--- src/rtl/cpu_types_pkg.sv ---
// Shared types for the datapath-to-memory request path: fetch codes, arbiter states, byte offsets.
// Latency: none (types and pure functions only).
// Backpressure: not applicable.
package cpu_types_pkg;

    // Size/sign code carried with every data access
    typedef enum logic [2:0] {
        FC_LB  = 3'b000,
        FC_LH  = 3'b001,
        FC_LW  = 3'b010,
        FC_LBU = 3'b100,
        FC_LHU = 3'b101
    } fetch_e;

    typedef enum logic [1:0] {
        ST_IDLE = 2'd0,
        ST_DACC = 2'd1,
        ST_IACC = 2'd2
    } arb_state_e;

    // Byte position inside a 32-bit word; alignment rules are stated on these two bits
    typedef logic [1:0] byte_off_t;

    // True when the code is not a legal size, or the address is not aligned to that size
    function automatic logic access_bad(input logic [2:0] code, input byte_off_t off);
        case (code)
            FC_LB, FC_LBU: return 1'b0;
            FC_LH, FC_LHU: return off[0];
            FC_LW:         return off != 2'b00;
            default:       return 1'b1;
        endcase
    endfunction

endpackage

--- src/rtl/lane_align.sv ---
// Byte-lane steering: byte enables and store shift for a request, shift plus extend for a load.
// Latency: purely combinational.
// Backpressure: none; the caller registers every result.
module lane_align
    import cpu_types_pkg::*;
#(
    parameter int DATA_W = 32
) (
    input  logic [1:0]                      req_size,
    input  logic [$clog2(DATA_W/8)-1:0]     req_off,
    input  logic                            req_store,
    input  logic [DATA_W-1:0]               req_store_dat,
    output logic [DATA_W/8-1:0]             be,
    output logic [DATA_W-1:0]               store_lane,
    input  logic [2:0]                      ld_code,
    input  logic [$clog2(DATA_W/8)-1:0]     ld_off,
    input  logic [DATA_W-1:0]               ld_raw,
    output logic [DATA_W-1:0]               ld_ext
);
    localparam int NB = DATA_W / 8;

    logic [NB-1:0]     size_be;
    logic [DATA_W-1:0] ld_shift;

    // Byte enables: sized mask at the byte offset for stores, every lane on reads
    always_comb begin
        size_be = '1;
        case (req_size)
            2'b00:   size_be = NB'(1) << req_off;
            2'b01:   size_be = NB'(3) << req_off;
            default: size_be = '1;
        endcase
        be = req_store ? size_be : '1;
    end

    assign store_lane = req_store_dat << {req_off, 3'b000};
    assign ld_shift   = ld_raw >> {ld_off, 3'b000};

    // Right-justified load data, sign- or zero-extended by the fetch code
    always_comb begin
        ld_ext = ld_shift;
        case (ld_code)
            FC_LB:   ld_ext = DATA_W'($signed(ld_shift[7:0]));
            FC_LBU:  ld_ext = DATA_W'(ld_shift[7:0]);
            FC_LH:   ld_ext = DATA_W'($signed(ld_shift[15:0]));
            FC_LHU:  ld_ext = DATA_W'(ld_shift[15:0]);
            default: ld_ext = ld_shift;
        endcase
    end

endmodule

--- src/rtl/mem_request_arbiter.sv ---
// Arbitrates instruction-fetch and data requests onto one memory port, data first, with abort on timeout.
// Latency: strobe one cycle after accept; hit one cycle after mem_ready (2 cycles minimum).
// Backpressure: requests are held by the datapath until the hit pulse; mem_ready stalls up to TIMEOUT cycles.
module mem_request_arbiter
    import cpu_types_pkg::*;
#(
    parameter int ADDR_W  = 32,
    parameter int DATA_W  = 32,
    parameter int TIMEOUT = 255
) (
    input  logic                clk,
    input  logic                nRst,
    input  logic                dp_imem_ren,
    input  logic [ADDR_W-1:0]   dp_imem_addr,
    output logic [DATA_W-1:0]   dp_imem_load,
    output logic                dp_i_hit,
    input  logic                dp_dmem_ren,
    input  logic                dp_dmem_wen,
    input  logic [ADDR_W-1:0]   dp_dmem_addr,
    input  logic [DATA_W-1:0]   dp_dmem_store,
    input  logic [2:0]          dp_d_fetch,
    output logic [DATA_W-1:0]   dp_dmem_load,
    output logic                dp_d_hit,
    output logic                dp_d_err,
    output logic                dp_i_err,
    output logic                mem_ren,
    output logic                mem_wen,
    output logic [ADDR_W-1:0]   mem_addr,
    output logic [DATA_W-1:0]   mem_store,
    output logic [DATA_W/8-1:0] mem_be,
    input  logic [DATA_W-1:0]   mem_load,
    input  logic                mem_ready
);
    localparam int NB    = DATA_W / 8;
    localparam int OFF_W = $clog2(NB);
    localparam int CNT_W = $clog2(TIMEOUT + 1);

    arb_state_e         state, state_nxt;
    logic [CNT_W-1:0]   cnt;
    logic [OFF_W-1:0]   lat_off;
    logic [2:0]         lat_code;
    logic               lat_store;

    logic               d_acc, d_bad, i_acc, i_bad, acc_done, acc_abort;
    logic [NB-1:0]      req_be;
    logic [DATA_W-1:0]  req_lane, ld_ext;
    logic [ADDR_W-1:0]  d_word_addr, i_word_addr;

    assign d_word_addr = {dp_dmem_addr[ADDR_W-1:OFF_W], {OFF_W{1'b0}}};
    assign i_word_addr = {dp_imem_addr[ADDR_W-1:OFF_W], {OFF_W{1'b0}}};

    lane_align #(.DATA_W(DATA_W)) u_lane_align (
        .req_size      (dp_d_fetch[1:0]),
        .req_off       (dp_dmem_addr[OFF_W-1:0]),
        .req_store     (dp_dmem_wen),
        .req_store_dat (dp_dmem_store),
        .be            (req_be),
        .store_lane    (req_lane),
        .ld_code       (lat_code),
        .ld_off        (lat_off),
        .ld_raw        (mem_load),
        .ld_ext        (ld_ext)
    );

    // Arbiter state register
    always_ff @(posedge clk or negedge nRst) begin
        if (!nRst) state <= ST_IDLE;
        else       state <= state_nxt;
    end

    // Accept decision in IDLE (data first, never while a hit retires), completion or abort in an access
    always_comb begin
        state_nxt = state;
        d_acc     = 1'b0;
        d_bad     = 1'b0;
        i_acc     = 1'b0;
        i_bad     = 1'b0;
        acc_done  = 1'b0;
        acc_abort = 1'b0;
        case (state)
            ST_IDLE: begin
                if (!dp_i_hit && !dp_d_hit) begin
                    if (dp_dmem_ren || dp_dmem_wen) begin
                        d_acc = 1'b1;
                        if (access_bad(dp_d_fetch, byte_off_t'(dp_dmem_addr[1:0]))) d_bad = 1'b1;
                        else state_nxt = ST_DACC;
                    end else if (dp_imem_ren) begin
                        i_acc = 1'b1;
                        if (dp_imem_addr[1:0] != 2'b00) i_bad = 1'b1;
                        else state_nxt = ST_IACC;
                    end
                end
            end
            ST_DACC, ST_IACC: begin
                if (mem_ready) begin
                    acc_done  = 1'b1;
                    state_nxt = ST_IDLE;
                end else if (cnt == CNT_W'(TIMEOUT - 1)) begin
                    acc_abort = 1'b1;
                    state_nxt = ST_IDLE;
                end
            end
            default: state_nxt = ST_IDLE;
        endcase
    end

    // Request latching, registered memory strobes, hit/err pulses, load results and the wait counter
    always_ff @(posedge clk or negedge nRst) begin
        if (!nRst) begin
            cnt          <= '0;
            lat_off      <= '0;
            lat_code     <= '0;
            lat_store    <= 1'b0;
            mem_ren      <= 1'b0;
            mem_wen      <= 1'b0;
            mem_addr     <= '0;
            mem_store    <= '0;
            mem_be       <= '0;
            dp_i_hit     <= 1'b0;
            dp_d_hit     <= 1'b0;
            dp_i_err     <= 1'b0;
            dp_d_err     <= 1'b0;
            dp_imem_load <= '0;
            dp_dmem_load <= '0;
        end else begin
            dp_i_hit <= 1'b0;
            dp_d_hit <= 1'b0;
            dp_i_err <= 1'b0;
            dp_d_err <= 1'b0;

            if (d_acc) begin
                lat_off   <= dp_dmem_addr[OFF_W-1:0];
                lat_code  <= dp_d_fetch;
                lat_store <= dp_dmem_wen;
                if (d_bad) begin
                    dp_d_hit <= 1'b1;
                    dp_d_err <= 1'b1;
                end else begin
                    mem_ren   <= ~dp_dmem_wen;
                    mem_wen   <= dp_dmem_wen;
                    mem_addr  <= d_word_addr;
                    mem_be    <= req_be;
                    mem_store <= dp_dmem_wen ? req_lane : '0;
                end
            end

            if (i_acc) begin
                if (i_bad) begin
                    dp_i_hit <= 1'b1;
                    dp_i_err <= 1'b1;
                end else begin
                    mem_ren   <= 1'b1;
                    mem_wen   <= 1'b0;
                    mem_addr  <= i_word_addr;
                    mem_be    <= '1;
                    mem_store <= '0;
                end
            end

            if (acc_done || acc_abort) begin
                mem_ren   <= 1'b0;
                mem_wen   <= 1'b0;
                mem_addr  <= '0;
                mem_be    <= '0;
                mem_store <= '0;
                cnt       <= '0;
                if (state == ST_DACC) begin
                    dp_d_hit <= 1'b1;
                    dp_d_err <= acc_abort;
                    if (acc_done && !lat_store) dp_dmem_load <= ld_ext;
                end else begin
                    dp_i_hit <= 1'b1;
                    dp_i_err <= acc_abort;
                    if (acc_done) dp_imem_load <= mem_load;
                end
            end else if (state != ST_IDLE) begin
                cnt <= cnt + CNT_W'(1);
            end
        end
    end

endmodule

--- config.mk ---
export PLATFORM = sky130hd
export DESIGN_NAME = mem_request_arbiter
export DESIGN_NICKNAME = d
export VERILOG_FILES = /design/src/rtl/cpu_types_pkg.sv /design/src/rtl/lane_align.sv /design/src/rtl/mem_request_arbiter.sv
export SDC_FILE = /design/constraint.sdc
export NUM_CORES = 1
export LEC_CHECK = 0
export ABC_AREA = 0
export CORE_ASPECT_RATIO = 0.7
export CORE_MARGIN = 8
export CORE_UTILIZATION = 35
export CTS_BUF_LIST = sky130_fd_sc_hd__clkbuf_2 sky130_fd_sc_hd__clkbuf_4 sky130_fd_sc_hd__clkbuf_8
export DETAILED_ROUTE_END_ITERATION = 10
export GPL_TIMING_DRIVEN = 0
export HOLD_SLACK_MARGIN = 0.12
export PLACE_DENSITY_LB_ADDON = 0.25
export SYNTH_ARGS = -nofsm -noshare
export SYNTH_HDL_FRONTEND = slang
export SYNTH_SLANG_ARGS = --single-unit
--- constraint.sdc ---
create_clock -name clk -period 2.67 [get_ports clk]
set_input_delay 0.534 -clock clk [delete_from_list [all_inputs] [get_ports clk]]
set_output_delay 0.534 -clock clk [all_outputs]
set_load 0.02 [all_outputs]
After elaboration in Yosys (flattened, before gate mapping). Index checks and enable logic that the tools add are counted.

Bits in registers: 154. Latch bits: 0. RAM bits: 0. Memory bits (read-only): 0. Input port bits: 137. Output and inout bits: 138. Word-level logic and storage cells: 136. Memories kept: 0.

Add/sub/neg operators: 1. $mul: 0. Div/mod/pow operators: 0. $lt $le $gt $ge: 0. Equal/unequal tests: 16. Shifts and indexed selects: 4. Multiplexer cells: 76. Bitwise gates (word level): 2. Reduce and logical (&&, ||, !) cells: 21.

Operator list (number): $mux W32 (11); $pmux W32 S4 (1); $mux W1 (46); $shl A32 B5 Y32 (1); $shr A32 B5 Y32 (1); $mux W4 (6); $mux W8 (2); $mux W2 (7); $eq A3 B3 Y1 const B (4); $ne A3 B3 Y1 const B (4); $add A8 B1 Y8 const B (1); $eq A8 B8 Y1 const B (1); $pmux W4 S2 (1); $reduce_bool A2 Y1 (4); $eq A3 B1 Y1 const B (2); $logic_not A3 Y1 (2); $reduce_and A3 Y1 (2); $reduce_or A2 Y1 (3); $reduce_and A5 Y1 (1); $eq A2 B1 Y1 const B (2); $logic_not A2 Y1 (2); $pmux W2 S2 (1); $shl A1 B2 Y4 const A (1); $shl A2 B2 Y4 const A (1); other kinds (8) (13).

Depth between registers and ports, before layout.
Word-level depth: 15. Depth in mapped cells: 8. Mapped depth without buffers: 6.

Cells and area by module. A second synthesis with hierarchy kept.

Cell total of the unflattened synthesis: 793. Area total of the unflattened synthesis: 7900.1 um^2.

Modules (own cells, without submodules): mem_request_arbiter (instances 1, cells each 580, area each 6512.5 um^2, seq. area each 3853.7 um^2); lane_align (instances 1, cells each 213, area each 1387.6 um^2, seq. area each 0.0 um^2).

Worst setup path before layout. OpenSTA, ideal clock, no wires.

Path kind: input port to flip-flop. Start: in dp_d_fetch[0]. End: reg mem_addr[30]. Setup time: 0.100 ns. Arrival time: 2.136 ns. Required time: 2.570 ns. Path slack: 0.434 ns. Stages on the path: 7. Path buffers: 3. Cell sequence: buf_6 > or4_1 > buf_2 > a211oi_4 > buf_6 > nand2_1 > a311oi_1.

Word-level cells in the longest chain between the ends: 15. Elaborated cells between the ends (all ways): 20. Those cells by class: 4 x eq/ne; 13 x mux; 3 x reduce/logical.

RTL lines: start: declaration (line mem_request_arbiter.sv:21) `input logic [2:0] dp_d_fetch,`; $eq A3 B1 Y1, or another cell as far along (line cpu_types_pkg.sv:26) `case (code)`; $reduce_or A2 Y1 (line cpu_types_pkg.sv:26); $pmux W1 S3 * (line cpu_types_pkg.sv:26); $mux W1 * (line mem_request_arbiter.sv:83) `if (dp_dmem_ren || dp_dmem_wen) begin`; $mux W1 * (line mem_request_arbiter.sv:82) `if (!dp_i_hit && !dp_d_hit) begin`; $mux W1 * (line mem_request_arbiter.sv:80) `case (state)`; $mux W1 * (line mem_request_arbiter.sv:85) `if (access_bad(dp_d_fetch, byte_off_t'(dp_dmem_addr[1:0]))) d_bad = 1'b1;`; $mux W1 * (line mem_request_arbiter.sv:83); $mux W1 * (line mem_request_arbiter.sv:82); $mux W1 * (line mem_request_arbiter.sv:80); $mux W32 * (line mem_request_arbiter.sv:135) `if (d_bad) begin`; $mux W32 * (line mem_request_arbiter.sv:131) `if (d_acc) begin`; $mux W32 (line mem_request_arbiter.sv:148) `if (i_bad) begin`; $mux W32 * (line mem_request_arbiter.sv:147) `if (i_acc) begin`; $mux W32 * (line mem_request_arbiter.sv:160) `if (acc_done || acc_abort) begin`; end signal: assignment (line mem_request_arbiter.sv:141) `mem_addr <= d_word_addr;`; end signal: assignment (line mem_request_arbiter.sv:154) `mem_addr <= i_word_addr;`; end: declaration (line mem_request_arbiter.sv:28) `output logic [ADDR_W-1:0] mem_addr,`.

Mark *: on every way between the ends. The rest lies on a longest branch, timed or not. The select of a mux whose other input is x is not followed. A chain may end at the register's enable or synchronous reset.

Worst setup path after layout.
Start: in mem_load[23]. End: reg dp_dmem_load[16].

Word-level cells in the longest chain between the ends: 2.

RTL lines: start: declaration (line mem_request_arbiter.sv:31) `input logic [DATA_W-1:0] mem_load,`; $shr A32 B5 Y32 (line lane_align.sv:37) `assign ld_shift = ld_raw >> {ld_off, 3'b000};`; $pmux W32 S4 (line lane_align.sv:42) `case (ld_code)`; end signal: assignment (line mem_request_arbiter.sv:170) `if (acc_done && !lat_store) dp_dmem_load <= ld_ext;`; end: declaration (line mem_request_arbiter.sv:22) `output logic [DATA_W-1:0] dp_dmem_load,`.

Every way passes these cells.

==> metrics.yaml <==
htreeDepth: 4
max_freq_mhz: 398
synth_seq_cells: 154
final_cell_mix: "clkdlybuf4s50_1, dfrtp_1, nand2_1"
antenna_found_initial: 0
initialDrtViolationCount: 447
grt_start_max_net_pins: 92
drt_first_pass_iters: 5
vias: 6773
grt_pass1_vias: 6919
post_route_cells_drive_above_1_share_pct: 11.3
critPathMaxFanout: 10
ant_nets: 0
drv_slew: 0
synth_warnings: 0
hold_violations: 0
end_kind: "register"
p_leak_uw: 0.00457
cts_setup_buffers: 0
row_count: 45
synthesis.instances: 720
crit_chain: "clkdlybuf4s50_1 > nand2b_1 > a311o_1 > o21ai_1 > clkbuf_1 > o22a_1"
num_antenna_cells: 0
critical_path_required_ps: 3060
postSynthAreaPerCell_sq_um: 10.5
netlist_area_sq_mm: 0.00755
cpPeakStageDelay_ps: 610
maxCapViolCount: 0
cp-start-kind: "input port"
dieArea_sq_mm: 0.0266
synth_nets: 862
globalRouteTotalUtil_pct: 20.0
layout_commonest_cell: "clkdlybuf4s50_1"
critical_path_class: "input port to register"
synth-edff-count: 0
die_y_um: 139
dp_slack_ps: -749
ios: 275
post-dp-hpwl_mm: 20.5
hp-class: "input port to register"
power_density_mw_per_mm2: 1080
core-area_sq_mm: 0.0215
cts_tree: "yes"
yosysTopAreaCell: "dfrtp_1"
die_w_um: 192
crit_slowest_cell: "clkdlybuf4s50_1"
yosysSeqAreaShare_pct: 51.0
gp_congestion: 0.851
grt_overflow: 0
setup_viol: 0
viasPerCell: 5.18
wl_mm: 27.0
r2r_slack_ps: 200
synthDominantCellAreaShare_pct: 51.0
grt_pass1_wl_mm: 41.5
path_clk_slew_ps: 80
io_buffer_count: 271
rsz0062_at_grt: "no"
synth_area_leaders: "dfrtp_1, mux2_2, nand2_1, nor2_1, mux2i_1"
area.growth.synth_to_final_pct: 47.0
fin_crit_sh_pct: 94.1
wl_per_cell_um: 20.6
crit_arrival_ps: 2900
holdWs_ps: 357
clkSinkCount: 154
setup_slack_ps: 156
peakVddDrop_mv: 0.460
skew_ps: 16.4
drc: 0
cts_made_buffers: 17
nNetsFinal: 1154
slew_headroom_pct: 44.8
ys.flop_type: "dfrtp_1"
final.min_clock_period_ps: 2510
clockBufferDepth: 2
synthArstFlopShare_pct: 100
tightest_slew_ps: 828
clk_latency_ps: 460
start_util_pct: 35.2
ys_types: 60
run_status: "finished clean"
cts_root_buf: "clkbuf_8"
-- report_power, final --
| group | internal (uW) | switching (uW) |
|---|---|---|
| combinational | 2950 | 3320 |
| sequential | 3270 | 536 |
| clock | 968 | 969 |
| total | 7190 | 4830 |
-- final cells by class --
type	instances	area, sq um
buffer	55	253
clock buffer	19	255
clock inverter	13	168
fill	2010	10300
inverter	10	37.5
multi-input combinational	501	3430
sequential	154	3850
tap	282	353
timing repair buffer	273	2760
-- cell usage after synthesis, types with 3 or more instances --
cell / number
o22ai_1: 3
dfrtp_1: 154
clkbuf_1: 37
o2111ai_1: 8
buf_2: 5
a21oi_1: 29
a21o_1: 5
o21ai_0: 9
nand2b_1: 3
o22a_1: 17
buf_1: 8
nor2_1: 86
a22oi_1: 26
and2_1: 16
a211oi_1: 8
nor3_1: 3
mux2i_1: 32
nor4_1: 3
mux2_2: 54
inv_1: 9
a311oi_1: 33
o211ai_1: 4
o2bb2ai_1: 8
nand3_1: 5
nand2_1: 88
buf_6: 4
nor3b_1: 4
or3_1: 3
ha_1: 5
nor2b_1: 12
-- per-stage QoR --
step | total power, uW | util (%) | instances | area (sq um) | TNS (ps)
global route | 12800 | 51.8 | 1307 | 11100 | 0
floorplan | 7300 | - | 720 | 7550 | 0
CTS | 12100 | 51.7 | 1307 | 11100 | 0
finish | 12000 | 51.8 | 1307 | 11100 | 0
global placement | 10100 | 49.5 | 1273 | 10600 | -909800
detailed placement | 10200 | 49.7 | 1274 | 10700 | -34220
-- per-layer routing --
| layer | vias up | track usage (%) | wire, um |
|---|---|---|---|
| li1 | 3197 | - | - |
| met1 | 3342 | 27.8 | 12500 |
| met2 | 216 | 29.7 | 12000 |
| met3 | 18 | 6.98 | 2230 |
| met4 | 0 | 3.80 | 229 |
| met5 | - | 0 | 0 |
-- timing repair --
item,CTS,global route
endpoints found under the hold margin,24,0
setup endpoints to repair,30,67
gates resized for setup,3,10
hold buffers,1,0
-- logic make-up (layout without fill, tap and decap cells) --
family / Yosys count / after routing / synth area share, %
AND/OR/NAND/NOR: 234 / 234 / 13.7
AO/OA/AOI/OAI: 170 / 170 / 17.3
flip-flops: 154 / 154 / 51.0
multiplexers: 88 / 88 / 12.9
buffers and inverters: 65 / 370 / 3.76
adder cells (fa/ha/maj): 7 / 7 / 1.09
XOR/XNOR: 2 / 2 / 0.232
-- sequential cells by signal, indices dropped and copies added (netlist names), 2 cells and up --
name / flops
lat_code: 3
mem_addr: 32
mem_be: 4
mem_store: 32
dp_imem_load: 32
lat_off: 2
cnt: 8
state: 2
dp_dmem_load: 32
-- worst paths after layout --
| check | start | end | cells after the start |
|---|---|---|---|
| max reg2reg | state[1] | mem_store[31] | 7 |
| min in group asynchronous | nRst | mem_store[12] | 2 |
| max | mem_load[23] | dp_dmem_load[16] | 6 |
| min reg2reg | dp_dmem_load[3] | dp_dmem_load[3] | 1 |
| min | dp_d_fetch[0] | lat_code[0] | 2 |
| max in group asynchronous | nRst | dp_dmem_load[23] | 3 |
-- critical path: cells and delay by family --
kind / cells / cell delay, ps
AOI/OAI and AO/OA: 3 / 1180
buffers and inverters: 2 / 1070
and+or+nand+nor: 1 / 110
No activity file was read; power rests on OpenSTA's default activity.
